## src/rtl/sym_source_upsampler.sv

```systemverilog
// Transmit symbol source: PRBS / external / training / zero symbols, Gray-mapped to
// signed 4-ASK levels and upsampled x4 on the clk_gen sample enables.
module sym_source_upsampler #(
  parameter int unsigned OUT_W      = 18,
  parameter int unsigned LEVEL_A    = 32768,
  parameter logic [14:0] LFSR_SEED  = 15'h7FFF,
  parameter int unsigned ZERO_STUFF = 1
) (
  input  logic                    clk_in,
  input  logic                    reset,
  input  logic                    sam_clk_ena,
  input  logic                    sym_clk_ena,
  input  logic                    enable,
  input  logic [1:0]              mode,
  input  logic [1:0]              ext_sym,
  input  logic                    ext_valid,
  output logic                    ext_ready,
  output logic signed [OUT_W-1:0] samp_out,
  output logic                    samp_valid,
  output logic                    sym_strobe,
  output logic [1:0]              sym_bits,
  output logic                    underflow
);

  typedef enum logic [1:0] {
    ModePrbs  = 2'b00,
    ModeExt   = 2'b01,
    ModeTrain = 2'b10,
    ModeZero  = 2'b11
  } mode_e;

  localparam int unsigned WideW = OUT_W + 2;
  localparam logic signed [WideW-1:0] LvlA  = WideW'(LEVEL_A);
  localparam logic signed [WideW-1:0] Lvl3A = LvlA + LvlA + LvlA;

  // Clamp a wide level into the signed OUT_W output range.
  function automatic logic signed [OUT_W-1:0] sat_level(input logic signed [WideW-1:0] v);
    logic signed [WideW-1:0] max_v;
    logic signed [WideW-1:0] min_v;
    max_v = {{3{1'b0}}, {(OUT_W-1){1'b1}}};
    min_v = {{3{1'b1}}, {(OUT_W-1){1'b0}}};
    if (v > max_v) begin
      return {1'b0, {(OUT_W-1){1'b1}}};
    end else if (v < min_v) begin
      return {1'b1, {(OUT_W-1){1'b0}}};
    end else begin
      return v[OUT_W-1:0];
    end
  endfunction

  logic signed [OUT_W-1:0] lvl_pos_a;
  logic signed [OUT_W-1:0] lvl_pos_3a;

  assign lvl_pos_a  = sat_level(LvlA);
  assign lvl_pos_3a = sat_level(Lvl3A);

  // State
  logic                    sam_ena_q, sam_ena_d;
  logic                    sym_ena_q, sym_ena_d;
  logic [14:0]             lfsr_q, lfsr_d;
  logic                    toggle_q, toggle_d;
  logic [1:0]              phase_q, phase_d;
  logic signed [OUT_W-1:0] level_q, level_d;
  logic signed [OUT_W-1:0] samp_q, samp_d;
  logic                    valid_q, valid_d;
  logic                    strobe_q, strobe_d;
  logic [1:0]              bits_q, bits_d;
  logic                    underflow_q, underflow_d;

  // Combinational helpers
  logic                    sam_tick;
  logic                    sym_tick;
  logic [14:0]             lfsr_cur;
  logic                    prbs_b1;
  logic                    prbs_b0;
  logic [14:0]             lfsr_adv;
  logic [1:0]              sym_sel;
  logic                    sym_live;
  logic                    ext_take;
  logic signed [OUT_W-1:0] gray_lvl;
  logic signed [OUT_W-1:0] sym_level;

  always_comb begin
    sam_ena_d   = sam_clk_ena;
    sym_ena_d   = sym_clk_ena;
    sam_tick    = sam_clk_ena & ~sam_ena_q;
    sym_tick    = sym_clk_ena & ~sym_ena_q;

    // Two Fibonacci steps of x^15+x^14+1; first emitted bit becomes the symbol MSB.
    lfsr_cur    = (lfsr_q == 15'd0) ? LFSR_SEED : lfsr_q;
    prbs_b1     = lfsr_cur[14] ^ lfsr_cur[13];
    prbs_b0     = lfsr_cur[13] ^ lfsr_cur[12];
    lfsr_adv    = {lfsr_cur[12:0], prbs_b1, prbs_b0};

    lfsr_d      = lfsr_q;
    toggle_d    = toggle_q;
    underflow_d = underflow_q;
    sym_sel     = 2'b00;
    sym_live    = 1'b0;
    ext_take    = 1'b0;

    if (sym_tick && enable) begin
      unique case (mode_e'(mode))
        ModePrbs: begin
          sym_sel  = {prbs_b1, prbs_b0};
          sym_live = 1'b1;
          lfsr_d   = lfsr_adv;
        end
        ModeExt: begin
          ext_take = 1'b1;
          if (ext_valid) begin
            sym_sel  = ext_sym;
            sym_live = 1'b1;
          end else begin
            underflow_d = 1'b1;
          end
        end
        ModeTrain: begin
          sym_sel  = toggle_q ? 2'b00 : 2'b10;
          sym_live = 1'b1;
          toggle_d = ~toggle_q;
        end
        ModeZero: begin
          sym_live = 1'b0;
        end
      endcase
    end

    unique case (sym_sel)
      2'b00: gray_lvl = -lvl_pos_3a;
      2'b01: gray_lvl = -lvl_pos_a;
      2'b11: gray_lvl = lvl_pos_a;
      2'b10: gray_lvl = lvl_pos_3a;
    endcase
    sym_level = sym_live ? gray_lvl : '0;

    phase_d  = phase_q;
    level_d  = level_q;
    samp_d   = samp_q;
    bits_d   = bits_q;
    valid_d  = 1'b0;
    strobe_d = 1'b0;

    if (sam_tick) begin
      valid_d = 1'b1;
      phase_d = sym_tick ? 2'd0 : 2'(phase_q + 2'd1);
      // A counter wrap to phase 0 without a symbol tick is not a symbol slot.
      if (sym_tick && (phase_d == 2'd0)) begin
        strobe_d = 1'b1;
        samp_d   = sym_level;
        level_d  = sym_level;
        bits_d   = sym_sel;
      end else if ((ZERO_STUFF != 0) || !enable) begin
        samp_d = '0;
      end else begin
        samp_d = level_q;
      end
    end
  end

  always_ff @(posedge clk_in or posedge reset) begin
    if (reset) begin
      sam_ena_q   <= 1'b0;
      sym_ena_q   <= 1'b0;
      lfsr_q      <= LFSR_SEED;
      toggle_q    <= 1'b0;
      phase_q     <= 2'd0;
      level_q     <= '0;
      samp_q      <= '0;
      valid_q     <= 1'b0;
      strobe_q    <= 1'b0;
      bits_q      <= 2'b00;
      underflow_q <= 1'b0;
    end else begin
      sam_ena_q   <= sam_ena_d;
      sym_ena_q   <= sym_ena_d;
      lfsr_q      <= lfsr_d;
      toggle_q    <= toggle_d;
      phase_q     <= phase_d;
      level_q     <= level_d;
      samp_q      <= samp_d;
      valid_q     <= valid_d;
      strobe_q    <= strobe_d;
      bits_q      <= bits_d;
      underflow_q <= underflow_d;
    end
  end

  // Consumption strobe is combinational so ext_valid is judged in the same cycle.
  assign ext_ready  = ext_take & ~reset;
  assign samp_out   = samp_q;
  assign samp_valid = valid_q;
  assign sym_strobe = strobe_q;
  assign sym_bits   = bits_q;
  assign underflow  = underflow_q;

endmodule

```

## config.mk

```make
export PLATFORM = sky130hd
export DESIGN_NAME = sym_source_upsampler
export DESIGN_NICKNAME = d
export VERILOG_FILES = /design/src/rtl/sym_source_upsampler.sv
export SDC_FILE = /design/constraint.sdc
export NUM_CORES = 1
export LEC_CHECK = 0
export CORE_UTILIZATION = 34
export DETAILED_ROUTE_END_ITERATION = 8
export HOLD_SLACK_MARGIN = 0.03
export PLACE_DENSITY = 0.68
export SLEW_MARGIN = 20
export SYNTH_ARGS = -nofsm -noshare
export SYNTH_HDL_FRONTEND = slang
export SYNTH_SLANG_ARGS = --single-unit
export TNS_END_PERCENT = 20
```

## constraint.sdc

```tcl
create_clock -name clk_in -period 1.5 [get_ports clk_in]
set_input_delay 0.3 -clock clk_in [delete_from_list [all_inputs] [get_ports clk_in]]
set_output_delay 0.3 -clock clk_in [all_outputs]
set_load 0.01 [all_outputs]
```

==> impl_metrics.json <==
{
  "core_sq_um": 3390,
  "cp_num_buf_inv": 1,
  "yosysTopAreaCellShare_pct": 32.0,
  "clk_pin_slew_ns": 0.14,
  "cts_tree": "done",
  "drc": 0,
  "htreeDepth": 1,
  "tns_ns": 0,
  "ys_ff_latch": 26,
  "worst-path-max-fanout": 2,
  "antenna_found_initial": 0,
  "p_sw_share_pct": 29.5,
  "ys_seq_area_share_pct": 54.4,
  "gp_congestion": 0.793,
  "syn_inst": 106,
  "grt_max_degree": 27,
  "port_buffers": 18,
  "worstPathCellList": "nor2b_4, nand3_2, nor2_1, buf_2",
  "synthTopCellsByArea": "dfstp_2, dfrtp_1, o22a_1, buf_4, inv_1",
  "synth_area_sq_um": 1230,
  "seqPwrFrac_pct": 57.8,
  "area_growth_pct": 31.1,
  "diodes": 0,
  "track_usage_pct": 13.7,
  "cts_max_path_buffers": 2,
  "min_period_over_period_pct": 99.8,
  "dpl.cell_count": 181,
  "utilization_pct": 47.6,
  "drv_slew": 0,
  "final_cell_count_no_fill": 189,
  "cts_made_buffers": 3,
  "vias": 862,
  "fin_nets": 155,
  "drive_gt1_share_pct": 36.4,
  "first_pass_iters": 3,
  "cap_violations": 0,
  "die_y_um": 62.2,
  "comb_power_share_pct": 26.7,
  "syn_area_per_cell_sq_um": 11.6,
  "powerDensity_nw_per_um2": 1200,
  "clock.fmax_mhz": 668,
  "grt_pass1_vias": 881,
  "cts_sinks": 26,
  "final_antenna_net_count": 0,
  "hp-class": "input pin to flip-flop",
  "rsz0062_at_grt": "true",
  "fin_crit_ns": 1.50,
  "clkLatencyLatePin_ns": 0.33,
  "finalWirelength_mm": 2.44,
  "cp_slowest_cell": "dfrtp_1",
  "start_util_pct": 36.3,
  "setup_viol": 0,
  "p_leak_nw": 0.749,
  "nFillCells": 328,
  "p_int_w": 0.00137,
  "hold_viol_final": 0,
  "status": "finished, final reports clean",
  "layout_common_cells": "conb_1, dfstp_2, buf_4",
  "arrival_ns": 1.20,
  "grt_pass1_wl_mm": 4.11,
  "max_stage_delay_ns": 0.43,
  "ioPinCount": 34,
  "yosysUniqueCellTypes": 33,
  "via_per_inst": 4.56,
  "vdd_drop_max_mv": 0.649,
  "fp-row-count": 21,
  "cts_root_buf": "clkbuf_4",
  "worst_setup_path_start_kind": "flip-flop",
  "die-area_sq_um": 3870,
  "critical_path_class": "flip-flop to primary output",
  "dp_hpwl_mm": 1.65,
  "fin_skew_ns": 0.0125,
  "yosysWarningCount": 0,
  "grt_overflow_total": 0,
  "drt-initial-drc-count": 26,
  "die_x_um": 62.2,
  "crit_path_end_kind": "primary output",
  "cp_top_family": "flip-flops",
  "hold_ws_ns": 0.333,
  "clkPwrFrac_pct": 15.5,
  "worst-endpoint-required_ns": 1.20,
  "yosysTopAreaCell": "dfstp_2",
  "wl_per_cell_um": 12.9,
  "p_sw_w": 0.000572
}
[synthesized netlist by cell type]
library cell  number
buf_2              1
mux2_2             1
a21o_1             1
xor2_1             1
buf_4             15
nor2b_1            1
a32oi_1            1
nand2_1            6
inv_1              8
dfrtp_1           11
xnor2_1            2
nor4b_2            1
nor2b_4            1
conb_1             1
nand3_1            2
nand2b_1           2
nor4_1             2
buf_6              1
nand2_2            2
a2111oi_1          1
nor2_1             4
o21ai_0            3
a21oi_2            1
dfstp_2           15
nor3_1             1
nor3_4             1
ha_1               1
o22ai_1            1
o21ai_1            1
o22ai_2            1
o21bai_1           1
o22a_1            13
nand4_1            2
[logic make-up (layout without fill, tap and decap cells)]
group           after synthesis  count (layout)  synth area share, %
flops                        26              26                 54.4
simple gates                 25              26                 12.5
buf+inv                      25              47                 12.9
compound gates               24              24                 15.9
xor+xnor                      3               3                 2.13
fa+ha+maj                     1               1                 1.02
other cells                   1              15                0.305
mux                           1               1                0.915
[power by group through the flow]
| stage | registers [W] | clock network [W] | logic, W |
|---|---|---|---|
| 2_1_floorplan | 0.00109 | 0 | 0.000319 |
| 3_3_place_gp | 0.00110 | 0 | 0.000466 |
| 3_5_place_dp | 0.00111 | 0 | 0.000479 |
| 4_1_cts | 0.00111 | 0.000318 | 0.000500 |
| 5_1_grt | 0.00115 | 0.000344 | 0.000567 |
| 6_report | 0.00112 | 0.000301 | 0.000519 |
[path summary, 6_finish.rpt]
| path | depth (start not counted) | endpoint | startpoint | slack, ns |
|---|---|---|---|---|
| max reg2reg | 7 | lfsr_q[10]$_DFFE_PP1P_ | lfsr_q[12]$_DFFE_PP1P_ | 0.003 |
| max | 4 | ext_ready | sym_ena_q$_DFF_PP0_ | 0.003 |
| max in group asynchronous | 3 | lfsr_q[10]$_DFFE_PP1P_ | reset | 0.85 |
| min | 2 | sym_ena_q$_DFF_PP0_ | sym_clk_ena | 0.33 |
| min reg2reg | 2 | samp_out[15]$_DFFE_PP0P_ | samp_out[15]$_DFFE_PP0P_ | 0.50 |
| min in group asynchronous | 3 | sym_ena_q$_DFF_PP0_ | reset | 0.34 |
[metal layers]
metal  up-vias  routed length (um)  global-route usage (%)
met1       414                1060                    15.7
li1        414                   -                       -
met2        30                1210                    23.6
met4         0                  42                    6.10
met3         4                 137                    3.86
met5         -                   0                       0
[cell type report]
cell class	instances	area (sq um)	area share [%]
well taps	46	57.6	3.57
clock inverters	1	3.75	0.233
flip-flops and latches	26	669	41.5
multi-input cells	70	534	33.1
inverters	8	30.0	1.86
repair buffers	35	297	18.4
clock buffers	3	22.5	1.40
[flip-flops by register name, indices dropped and copies added (netlist names)]
| name | cells |
|---|---|
| sym_strobe | 1 |
| underflow | 1 |
| sam_ena_q | 1 |
| samp_out | 3 |
| toggle_q | 1 |
| sym_bits | 2 |
| sym_ena_q | 1 |
| lfsr_q | 15 |
| samp_valid | 1 |
[through the flow]
stage,total power [W],area [sq um],setup WS (ns)
6_report,0.00194,1610,0.00297
5_1_grt,0.00206,1610,-0.111
4_1_cts,0.00193,1590,-0.0554
3_5_place_dp,0.00159,1500,-0.505
3_3_place_gp,0.00157,1500,-0.460
2_1_floorplan,0.00140,1290,0.0331
[what timing repair did]
| action | 4_1_cts | 5_1_grt |
|---|---|---|
| hold endpoints to repair | 0 | 0 |
| pin swaps | 7 | 5 |
| endpoints found under the setup margin | 26 | 19 |
| cloned | 1 | 0 |
| hold buffers | 0 | 0 |
| buffers inserted | 3 | 0 |
| gates resized for setup | 25 | 6 |
Power figures use the tool's default switching activity.
